File: src/rtl/mtx_period_gen.sv
// MTX test-signal generator: BCD period setpoint in 0.1 us ticks, with window counter.
// Define MTX_GEN_FRAC_EN to enable the fractional BCD accumulator that dithers period length.
module mtx_period_gen #(
  parameter int M    = 1000,
  parameter int QMIN = 2
) (
  input  logic        clk,
  input  logic        R,
  input  logic        ce01us,
  input  logic        en,
  input  logic        ld,
  input  logic [15:0] QSET,
  input  logic [15:0] FSET,
  output logic        MTX,
  output logic        ceP,
  output logic        ceMT,
  output logic [9:0]  cb_MT,
  output logic        err
);

  localparam logic [0:0] ST_IDLE = 1'b0;
  localparam logic [0:0] ST_RUN  = 1'b1;

  logic [0:0]  state_q, state_d;
  logic [13:0] k_q, k_d;
  logic [13:0] len_q, len_d;
  logic        mtx_q, mtx_d;
  logic        cep_q, cep_d;
  logic        cemt_q, cemt_d;
  logic [9:0]  cb_q, cb_d;
  logic        err_q, err_d;
  logic [13:0] shadow_qb_q, shadow_qb_d;

  logic [7:0]  nib_ok;
  logic [13:0] qset_bin;
  logic        load_ok;
  logic        shadow_valid;
  logic        period_start;
  logic [13:0] len_start;
  logic [13:0] half_len;
  logic [13:0] k_inc;

  genvar gi;
  generate
    for (gi = 0; gi < 4; gi++) begin : g_nib
      assign nib_ok[gi]   = (QSET[4*gi+3:4*gi] <= 4'd9);
      assign nib_ok[gi+4] = (FSET[4*gi+3:4*gi] <= 4'd9);
    end
  endgenerate

  assign qset_bin = 14'(QSET[15:12]) * 14'd1000 + 14'(QSET[11:8]) * 14'd100
                  + 14'(QSET[7:4]) * 14'd10 + 14'(QSET[3:0]);
  assign load_ok      = (&nib_ok) && (qset_bin >= 14'(QMIN));
  assign shadow_valid = (shadow_qb_q >= 14'(QMIN));

`ifdef MTX_GEN_FRAC_EN
  logic [15:0] shadow_f_q, shadow_f_d;
  logic [15:0] acc_q, acc_d;
  logic [15:0] acc_sum;
  logic [4:0]  dcarry;

  // Decimal ripple adder: each digit wraps at 10 and carries into the next decade.
  assign dcarry[0] = 1'b0;
  generate
    for (gi = 0; gi < 4; gi++) begin : g_bcd_add
      logic [4:0] raw;
      assign raw = {1'b0, acc_q[4*gi+3:4*gi]} + {1'b0, shadow_f_q[4*gi+3:4*gi]}
                 + {4'b0, dcarry[gi]};
      assign dcarry[gi+1] = (raw > 5'd9);
      assign acc_sum[4*gi+3:4*gi] = (raw > 5'd9) ? 4'(raw - 5'd10) : raw[3:0];
    end
  endgenerate

  assign len_start = shadow_qb_q + 14'(dcarry[4]);
`else
  assign len_start = shadow_qb_q;
`endif

  assign half_len = 14'((len_q + 14'd1) >> 1);
  assign k_inc    = k_q + 14'd1;

  // The period boundary always uses the registered shadow, so a coincident ld lands one period later.
  assign period_start = en && ce01us &&
                        (((state_q == ST_IDLE) && shadow_valid) ||
                         ((state_q == ST_RUN) && (k_inc == len_q)));

  always_comb begin
    state_d     = state_q;
    k_d         = k_q;
    len_d       = len_q;
    mtx_d       = mtx_q;
    cep_d       = 1'b0;
    cemt_d      = 1'b0;
    cb_d        = cb_q;
    err_d       = err_q;
    shadow_qb_d = shadow_qb_q;
`ifdef MTX_GEN_FRAC_EN
    shadow_f_d  = shadow_f_q;
    acc_d       = acc_q;
`endif

    if (ld) begin
      if (load_ok) begin
        shadow_qb_d = qset_bin;
`ifdef MTX_GEN_FRAC_EN
        shadow_f_d  = FSET;
`endif
        err_d       = 1'b0;
      end else begin
        err_d = 1'b1;
      end
    end

    if ((state_q == ST_RUN) && !en) begin
      state_d = ST_IDLE;
      k_d     = '0;
      mtx_d   = 1'b0;
      cb_d    = '0;
`ifdef MTX_GEN_FRAC_EN
      acc_d   = '0;
`endif
    end else if (period_start) begin
      state_d = ST_RUN;
      k_d     = '0;
      len_d   = len_start;
      mtx_d   = 1'b1;
      cep_d   = 1'b1;
`ifdef MTX_GEN_FRAC_EN
      acc_d   = acc_sum;
`endif
      if (cb_q == 10'(M)) begin
        cb_d   = 10'd1;
        cemt_d = 1'b1;
      end else begin
        cb_d = cb_q + 10'd1;
      end
    end else if ((state_q == ST_RUN) && ce01us) begin
      k_d   = k_inc;
      mtx_d = (k_inc < half_len);
    end
  end

  always_ff @(posedge clk) begin
    if (R) begin
      state_q     <= ST_IDLE;
      k_q         <= '0;
      len_q       <= '0;
      mtx_q       <= 1'b0;
      cep_q       <= 1'b0;
      cemt_q      <= 1'b0;
      cb_q        <= '0;
      err_q       <= 1'b0;
      shadow_qb_q <= '0;
`ifdef MTX_GEN_FRAC_EN
      shadow_f_q  <= '0;
      acc_q       <= '0;
`endif
    end else begin
      state_q     <= state_d;
      k_q         <= k_d;
      len_q       <= len_d;
      mtx_q       <= mtx_d;
      cep_q       <= cep_d;
      cemt_q      <= cemt_d;
      cb_q        <= cb_d;
      err_q       <= err_d;
      shadow_qb_q <= shadow_qb_d;
`ifdef MTX_GEN_FRAC_EN
      shadow_f_q  <= shadow_f_d;
      acc_q       <= acc_d;
`endif
    end
  end

  assign MTX   = mtx_q;
  assign ceP   = cep_q;
  assign ceMT  = cemt_q;
  assign cb_MT = cb_q;
  assign err   = err_q;

endmodule

File: config.mk
export PLATFORM = sky130hd
export DESIGN_NAME = mtx_period_gen
export DESIGN_NICKNAME = d
export VERILOG_FILES = /design/src/rtl/mtx_period_gen.sv
export SDC_FILE = /design/constraint.sdc
export NUM_CORES = 1
export LEC_CHECK = 0
export ABC_AREA = 1
export BUFFER_PORTS_ARGS = -buffer_cell sky130_fd_sc_hd__buf_2
export CORE_AREA = 4 4 96 98
export DETAILED_ROUTE_END_ITERATION = 10
export DIE_AREA = 0 0 100 102
export HOLD_SLACK_MARGIN = 0.05
export PLACE_DENSITY = 0.85
export SLEW_MARGIN = 20
export SYNTH_ARGS = -nofsm -noshare
export SYNTH_HDL_FRONTEND = slang
export SYNTH_SLANG_ARGS = --single-unit
File: constraint.sdc
create_clock -name clk -period 13.79 [get_ports clk]
set_input_delay 0.6895 -clock clk [delete_from_list [all_inputs] [get_ports clk]]
set_output_delay 0.6895 -clock clk [all_outputs]
set_load 0.01 [all_outputs]
==> results of run 1 <==
[report_power, final]
group          switching (mW)  internal, mW
Clock                  0.0679         0.103
Sequential            0.00394         0.168
Combinational           0.198         0.118
Total                   0.270         0.390
[sequential cells by signal, indices dropped and copies added, names as in the netlist]
name,cells
cb_MT,10
state_q,1
len_start,14
ceMT,1
ceP,1
len_q,14
k_q,14
err,1
MTX,1
[placed cells by master, fill, tap and decap left out, drive strengths merged]
master    Yosys  final
o211a         1      1
inv         105    105
nand4        14     14
or2           1      1
nor4          4      4
clkinvlp      0      1
a31o          1      1
o21a          3      3
nand2       198    198
a21boi        1      1
xnor2         9      9
nand3        88     88
nand3b        3      3
ha           71     71
a211oi        1      1
a21oi        53     53
nor3         13     13
fa           17     17
buf           7     48
o21ai        25     25
a21o          1      1
bufinv        0      1
clkbuf        8     13
clkinv        0      1
a31oi         2      2
nor2         58     58
xor2         26     26
o21bai        1      1
a41oi         1      1
dfxtp        57     57
[synthesized netlist by cell type, drive strengths merged, types with 3 or more instances]
cell | n | area share, %
nand2 | 198 | 15
dfxtp | 57 | 21
nor4 | 4 | 0.59
nor3 | 13 | 1.2
nand3b | 3 | 0.42
xnor2 | 9 | 1.5
nor2 | 58 | 4.4
o21a | 3 | 0.42
a21oi | 53 | 5.1
nand3 | 88 | 8.4
inv | 105 | 7.4
clkbuf | 8 | 0.56
ha | 71 | 17
nand4 | 14 | 1.6
o21ai | 25 | 2.3
buf | 7 | 1.3
xor2 | 26 | 4.3
fa | 17 | 6.4
[final cells by class]
cell class | instances | area (sq um)
multi-input combinational | 592 | 3700
fill | 716 | 2630
sequential | 57 | 1140
inverter | 105 | 394
timing repair buffer | 48 | 245
clock buffer | 13 | 179
tap | 108 | 135
clock inverter | 3 | 46.3
[through the flow]
stage,std cells,power (mW),utilization (%),instance area [sq um]
final,926,0.660,69.0,5840
after floorplan,769,0.419,-,5330
after detailed placement,910,0.486,66.3,5610
after CTS,926,0.659,69.0,5840
after global placement,910,0.474,66.3,5610
after global routing,926,0.722,69.0,5840
[worst max-delay path by stage]
stage / start / to / slack, ns
6_report: QSET[14] / len_start[3] / 8.15
5_1_grt: QSET[14] / len_start[1] / 7.77
4_1_cts: QSET[14] / len_start[3] / 8.20
3_5_place_dp: QSET[14] / len_start[3] / 7.89
3_3_place_gp: QSET[13] / len_start[3] / 8.03
2_1_floorplan: QSET[13] / len_start[13] / 8.96
[worst max-delay path, stage by stage]
cell     delay, ns
buf_2         0.16
fa_1          0.59
inv_1         0.11
fa_1          0.53
inv_1         0.04
ha_1          0.35
nand2_1       0.06
o21ai_0       0.30
xor2_1        0.20
ha_1          0.25
ha_1          0.29
ha_1          0.34
nand2_1       0.10
nor3_1        0.26
nand3_1       0.11
nand3_1       0.15
nand3_1       0.09
nand2_1       0.12
nand3_1       0.41
nand2_1       0.48
nand2_1       0.11
a21oi_1       0.14
[per-layer routing]
metal	up-vias	track usage, %	routed length [microns]
li1	2601	-	-
met5	-	0	0
met4	0	7.88	227
met1	2323	30.6	5390
met2	118	45.6	6140
met3	22	5.19	504
[kinds of logic after synthesis]
logic type	count (synthesis)
AND/OR/NAND/NOR	379
buffers and inverters	120
AO/OA/AOI/OAI	90
adder cells (fa/ha/maj)	88
flip-flops	57
XOR/XNOR	35
==> impl_metrics.toml, run 1 <==
[die]
io_pins = 51
core_sq_um = 8470
start_util_pct = 62.9
die_y_microns = 102
die_x_microns = 100
num_rows = 34
die-area_sq_um = 10200

[clock_network]
cts_root_buf = "clkbuf_8"
clkTransAtPathRegs_ns = 0.07
cts_resized = 0
cts_setup_buffers = 0
cts_buffer_depth = 2
cts_max_level = 3
cts_buffers = 9
hold_buffers = 0
clk_latency_ns = 0.34
cts_tree = "done"
clock_sinks = 57

[min_path]
min_path_cells = 2
hold_class = "reg -> reg"
hold_start = "len_start[0]"
min_to = "len_start[0]"

[setup_path]
r2r-start = "k_q[0]"
crit_arrival_ns = 5.90
r2r_cells = 16
required_ns = 14.06
start_kind = "input pin"
r2r_slack_ns = 11.07
regToRegEndpoint = "k_q[3]"
cp_max_fo = 16
worst-setup-path-type = "in -> reg"
end_kind = "flip-flop"

[global_route]
gr-total-overflow = 0
track_usage_pct = 25.4
antenna_found_initial = 0
grt_pass1_wl_microns = 21300
grt_max_degree = 28
grt_pass1_vias = 4908

[synthesis]
muxShareOfSynthArea_pct = 0
synth_edf_count = 0
synth_seq_cells = 57
yosysUniqueCellTypes = 38
async_reset_ff_share_pct = 0
synth-xor-area-share_pct = 5.76
yosys.area_share.simple_pct = 31.3
synth_fp_nets = 894
syn_area_per_cell_sq_um = 6.92
synthesis.instances = 769
synth_top_family_by_area = "simple AND/OR/NAND/NOR gates"
netlist_area_sq_um = 5330
yosysWarnings = 0
synthFlopType = "dfxtp_1"
yosysSeqAreaShare_pct = 21.4
synth_adder_area_share_pct = 23.1
synth-compound-area-share_pct = 9.14

[placement]
place_ws_ns = 7.89
hpwl_microns = 9670
numPortBuffers = 46
gp_congestion = 0.883

[sta]
skew_ns = 0.00969
rsz0062_at_grt = "false"
relSlewSlack_pct = 46.7
fmax_mhz = 177
final_max_slew_viol_count = 0
layout_min_cycle_time_ns = 5.64
tightest_slew_ns = 0.795
timing.final.crit_share_pct = 40.9
finalSetupTns_ns = 0
setup_violations = 0
holdWs_ns = 0.479
fin_ws_ns = 8.15
hold_viol = 0

[route]
vias = 5064
ant_nets = 0
first_pass_iters = 5
drc = 0
drt_iter0_drc = 273
via_per_inst = 5.47
drt-total-wl_microns = 12300
wl_per_cell_microns = 13.2

[power]
irDropWorstVdd_v = 0.000126
p_leak_nw = 2.87
pwr_density_cell_nw_per_um2 = 113

[status]
outcome = "finished, final reports clean"

[cells_and_area]
final_nets = 938
drive_above_1_share_pct = 9.90
area_growth_pct = 9.66
num_antenna_cells = 0

[job]
drv_cap = 0
Note: power is estimated with default switching activity, not from simulation.
==> inputs of run 2 (changes only) <==
--- a/config.mk
+++ b/config.mk
@@ -7,11 +7,11 @@
 export LEC_CHECK = 0
 export ABC_AREA = 1
 export BUFFER_PORTS_ARGS = -buffer_cell sky130_fd_sc_hd__buf_2
-export CORE_AREA = 4 4 96 98
+export CORE_AREA = 4 4 104 106
 export DETAILED_ROUTE_END_ITERATION = 10
-export DIE_AREA = 0 0 100 102
+export DIE_AREA = 0 0 108 110
 export HOLD_SLACK_MARGIN = 0.05
-export PLACE_DENSITY = 0.85
+export PLACE_DENSITY = 0.76
 export SLEW_MARGIN = 20
 export SYNTH_ARGS = -nofsm -noshare
 export SYNTH_HDL_FRONTEND = slang
==> constraint.sdc (replaced) <==
create_clock -name clk -period 5 [get_ports clk]
set_input_delay 0.25 -clock clk [delete_from_list [all_inputs] [get_ports clk]]
set_output_delay 0.25 -clock clk [all_outputs]
set_load 0.01 [all_outputs]
==> impl_metrics.toml, run 2 (synthesis results as in run 1) <==
[status]
outcome = "finished, final reports clean"

[route]
drc = 0
first_pass_iters = 5
wl_per_cell_microns = 12.3
via_per_inst = 5.18
vias = 4936
ant_nets = 0
drt-total-wl_microns = 11700
drt_iter0_drc = 199

[placement]
postPlaceCellArea_sq_um = 5660
hpwl_microns = 9380
gp_congestion = 0.904
numPortBuffers = 46
dp_cells = 937
place_ws_ns = -0.0352

[setup_path]
path_delay_family = "adder cells"
cp_num_cells = 25
cp_common_cell = "nand2_1"
slowest_stage = "fa_1"
cp_max_fo = 12
r2r-start = "k_q[0]"
end_kind = "flip-flop"
start_kind = "input pin"
cp.buffers_inverters = 3
required_ns = 5.26
r2r_slack_ns = 2.28
crit_arrival_ns = 4.93
endpoint = "len_start[1]"
cpPeakStageDelay_ns = 0.61
worst-setup-path-type = "in -> reg"
regToRegEndpoint = "k_q[9]"
crit_start = "QSET[13]"
r2r_cells = 16

[min_path]
hold_class = "in -> reg"

[sta]
skew_ns = 0.0112
holdWs_ns = 0.185
fmax_mhz = 214
relSlewSlack_pct = 43.8
tightest_slew_ns = 0.837
rsz0062_at_grt = "false"
fin_ws_ns = 0.325
final_max_slew_viol_count = 0
layout_min_cycle_time_ns = 4.67
hold_viol = 0
timing.final.crit_share_pct = 93.5
finalSetupTns_ns = 0
setup_violations = 0

[power]
irDropWorstVdd_v = 0.000233
p_leak_nw = 2.86
pwr_density_cell_nw_per_um2 = 300
finalPower_mw = 1.75

[cells_and_area]
final_common_cell = "nand2_1"
n_fill_cell = 915
fin_util_pct = 59.9
num_antenna_cells = 0
final_nets = 940
drive_above_1_share_pct = 10.0
stdcell_area_sq_um = 5860
area_growth_pct = 9.96
layout.cells.non_filler = 953
most-common-layout-cells = "nand2_1, inv_1, nand3_1, ha_1, dfxtp_1"

[clock_network]
hold_buffers = 0
cts_setup_buffers = 0
clkTransAtPathRegs_ns = 0.06
cts_max_level = 3
cts_buffer_depth = 2
cts_tree = "done"
clk_latency_ns = 0.34
cts_resized = 0
cts_root_buf = "clkbuf_8"
clock_sinks = 57
cts_buffers = 9

[die]
io_pins = 51
core_sq_um = 9770
die_x_microns = 108
num_rows = 36
die-area_sq_um = 11900
die_y_microns = 110
start_util_pct = 54.5

[global_route]
grt_max_degree = 28
gr-total-overflow = 0
grt_pass1_vias = 4746
track_usage_pct = 20.8
antenna_found_initial = 0
grt_pass1_wl_microns = 20200

[job]
drv_cap = 0
-- run 2: power by group --
| group | leakage (nW) | internal, mW | switching, mW |
|---|---|---|---|
| combinational | 2.31 | 0.323 | 0.524 |
| sequential | 0.460 | 0.464 | 0.0107 |
| clock | 0.0929 | 0.232 | 0.201 |
| total | 2.86 | 1.02 | 0.735 |
-- run 2: layout make-up --
cell class | instances | area [sq um] | share of cell area (%)
clock buffer | 10 | 128 | 2.18
inverter | 105 | 394 | 6.73
multi-input combinational | 592 | 3700 | 63.2
sequential | 57 | 1140 | 19.5
tap | 133 | 166 | 2.84
clock inverter | 6 | 67.6 | 1.15
timing repair buffer | 50 | 260 | 4.44
-- run 2: worst min path at each step --
stage | start | endpoint | slack (ns) | cells past startpoint
3_5_place_dp | len_start[0] | len_start[0] | 0.47 | 2
5_1_grt | ld | err | 0.17 | 2
6_report | QSET[0] | len_start[0] | 0.19 | 3
2_1_floorplan | ld | err | 0.39 | 1
4_1_cts | QSET[0] | len_start[0] | 0.17 | 3
3_3_place_gp | len_start[0] | len_start[0] | 0.45 | 2
-- run 2: worst reg2reg max path, stage by stage, from the launching register on --
cell,delay [ns]
dfxtp_1,0.46
ha_1,0.28
nand2_2,0.11
nor2_4,0.17
nand2_1,0.07
nand2_1,0.08
nand2_1,0.10
nand2_1,0.07
nand2_1,0.04
nor2_1,0.08
nand2_1,0.05
nor2_1,0.15
nand3_2,0.12
nand2_4,0.24
nand2_4,0.26
nand2_4,0.25
nor2_1,0.07
-- run 2: layer usage --
metal / global-route usage, % / vias up / share of wire [%]
met1: 25.6 / 2237 / 46
met5: 0 / - / 0
met2: 38.1 / 89 / 49
met4: 4.69 / 0 / 0.64
li1: - / 2602 / -
met3: 3.55 / 8 / 4.1
==> inputs of run 3 (changes only) <==
--- a/config.mk
+++ b/config.mk
@@ -7,11 +7,10 @@
 export LEC_CHECK = 0
 export ABC_AREA = 1
 export BUFFER_PORTS_ARGS = -buffer_cell sky130_fd_sc_hd__buf_2
-export CORE_AREA = 4 4 104 106
+export CORE_AREA = 4 4 129 131
 export DETAILED_ROUTE_END_ITERATION = 10
-export DIE_AREA = 0 0 108 110
+export DIE_AREA = 0 0 133 135
 export HOLD_SLACK_MARGIN = 0.05
-export PLACE_DENSITY = 0.76
 export SLEW_MARGIN = 20
 export SYNTH_ARGS = -nofsm -noshare
 export SYNTH_HDL_FRONTEND = slang
==> impl_metrics.toml, run 3 (synthesis results as in run 1) <==
[cells_and_area]
final_common_cell = "nand2_1"
most-common-layout-cells = "nand2_1, inv_1, nand3_1, ha_1, dfxtp_1"
area_growth_pct = 14.9
drive_above_1_share_pct = 10.2
stdcell_area_sq_um = 6120
n_fill_cell = 1679
ff_latch_area_sq_um = 1140
fin_util_pct = 39.2
multi_input_area_sq_um = 3700
final_nets = 941
num_antenna_cells = 0

[power]
p_sw_mw = 0.741
pwr-share-comb_pct = 41.8
p_int_mw = 1.28
finalPower_mw = 2.03
p_seq_share_pct = 23.5
irDropWorstVdd_v = 0.000180
clkPwrFrac_pct = 34.7
switching_share_pct = 36.6
pwr_density_cell_nw_per_um2 = 331
p_leak_nw = 2.94

[setup_path]
cpPeakStageDelay_ns = 0.61
regToRegEndpoint = "k_q[5]"
worst-setup-path-type = "in -> reg"
crit_chain = "buf_2 -> fa_1 -> inv_1 -> fa_1 -> inv_1 -> ha_1 -> a21oi_1 -> nand2_1 -> xor2_1 -> ha_1 -> ha_1 -> ha_1 -> nand2_1 -> nor3_1 -> nand3_1 -> nand3_1 -> inv_1 -> nand2_1 -> nand2_1 -> nand3_1 -> buf_4 -> nand3_1 -> a21oi_1"
required_ns = 5.25
r2r-start = "k_q[0]"
crit_arrival_ns = 4.68
slowest_stage = "fa_1"
cp_max_fo = 15
end_kind = "flip-flop"
r2r_cells = 14
r2r_slack_ns = 2.30
start_kind = "input pin"

[min_path]
min_path_cells = 2
hold_start = "ld"
hold_class = "in -> reg"
min_to = "err"

[placement]
postPlaceCellArea_sq_um = 5770
hpwl_microns = 9600
gp_congestion = 0.816
numPortBuffers = 46

[sta]
tightest_slew_ns = 0.734
rsz0062_at_grt = "false"
setup_violations = 0
timing.final.crit_share_pct = 88.5
fmax_mhz = 226
hold_viol = 0
layout_min_cycle_time_ns = 4.43
skew_ns = 0.00494
finalSetupTns_ns = 0
relSlewSlack_pct = 50.7
holdWs_ns = 0.203
final_max_slew_viol_count = 0

[die]
die_y_microns = 135
start_util_pct = 34.1
die_x_microns = 133
die-area_sq_um = 18000
io_pins = 51
num_rows = 46
core_sq_um = 15600

[clock_network]
clock_sinks = 57
cts_setup_buffers = 0
cts_max_level = 3
cts_buffers = 9
clk_latency_ns = 0.32
cts_tree = "done"
clkTransAtPathRegs_ns = 0.05
cts_buffer_depth = 2
cts_root_buf = "clkbuf_16"

[route]
drt_iter0_drc = 247
wl_per_cell_microns = 11.5
ant_nets = 0
drt-total-wl_microns = 11900
via_per_inst = 4.66
first_pass_iters = 4
vias = 4831
drc = 0

[status]
outcome = "finished, final reports clean"

[global_route]
grt_pass1_wl_microns = 21000
gr-total-overflow = 0
antenna_found_initial = 0
grt_max_degree = 28
track_usage_pct = 13.9
grt_pass1_vias = 4568

[job]
drv_cap = 0
==> run 3: worst max path at each step <==
stage / start / end / slack [ns] / cells after the start
3_5_place_dp: QSET[13] / len_start[3] / 0.13 / 25
4_1_cts: QSET[13] / len_start[10] / 0.47 / 25
2_1_floorplan: QSET[13] / len_start[13] / 0.60 / 23
6_report: QSET[13] / len_start[10] / 0.57 / 23
3_3_place_gp: QSET[13] / len_start[12] / 0.20 / 25
5_1_grt: QSET[13] / len_start[8] / 0.13 / 25
==> run 3: final cells by class <==
cell class                      count  area share (%)
Timing Repair Buffer               51            4.38
Inverter                          105            6.44
Sequential cell                    57            18.7
Clock buffer                       10            3.91
Tap cell                          216            4.42
Clock inverter                      5            1.70
Multi-Input combinational cell    592            60.5
==> run 3: layer usage <==
layer | GRT usage [%] | routed length, microns
met1 | 18.5 | 5760
met2 | 23.4 | 5630
met3 | 2.50 | 383
met4 | 3.18 | 125
met5 | 0 | 0
==> run 3: repair_timing <==
| item | 4_1_cts | 5_1_grt |
|---|---|---|
| hold buffers | 0 | 0 |
| gates resized for setup | 0 | 1 |
| endpoints found under the setup margin | 0 | 1 |
==> run 3: stage by stage <==
step | std cells | setup slack [ns]
6_report | 1036 | 0.574
5_1_grt | 1036 | 0.125
4_1_cts | 1036 | 0.467
3_5_place_dp | 1021 | 0.135
3_3_place_gp | 1021 | 0.196
2_1_floorplan | 769 | 0.605
==> run 3: critical path, delay by kind of cell <==
kind,cells,cell delay [ns]
adders and majority gates,6,2.41
and+or+nand+nor,9,0.98
xor gates and xnor gates,1,0.16
buffers and inverters,5,0.54
AOI/OAI and AO/OA,2,0.32
==> run 3: power by group through the flow <==
stage	Sequential [mW]	Clock, mW	Combinational, mW
6_report	0.476	0.703	0.846
5_1_grt	0.477	0.745	1.01
4_1_cts	0.476	0.720	0.861
3_5_place_dp	0.485	0	0.857
3_3_place_gp	0.485	0	0.850
2_1_floorplan	0.484	0	0.673
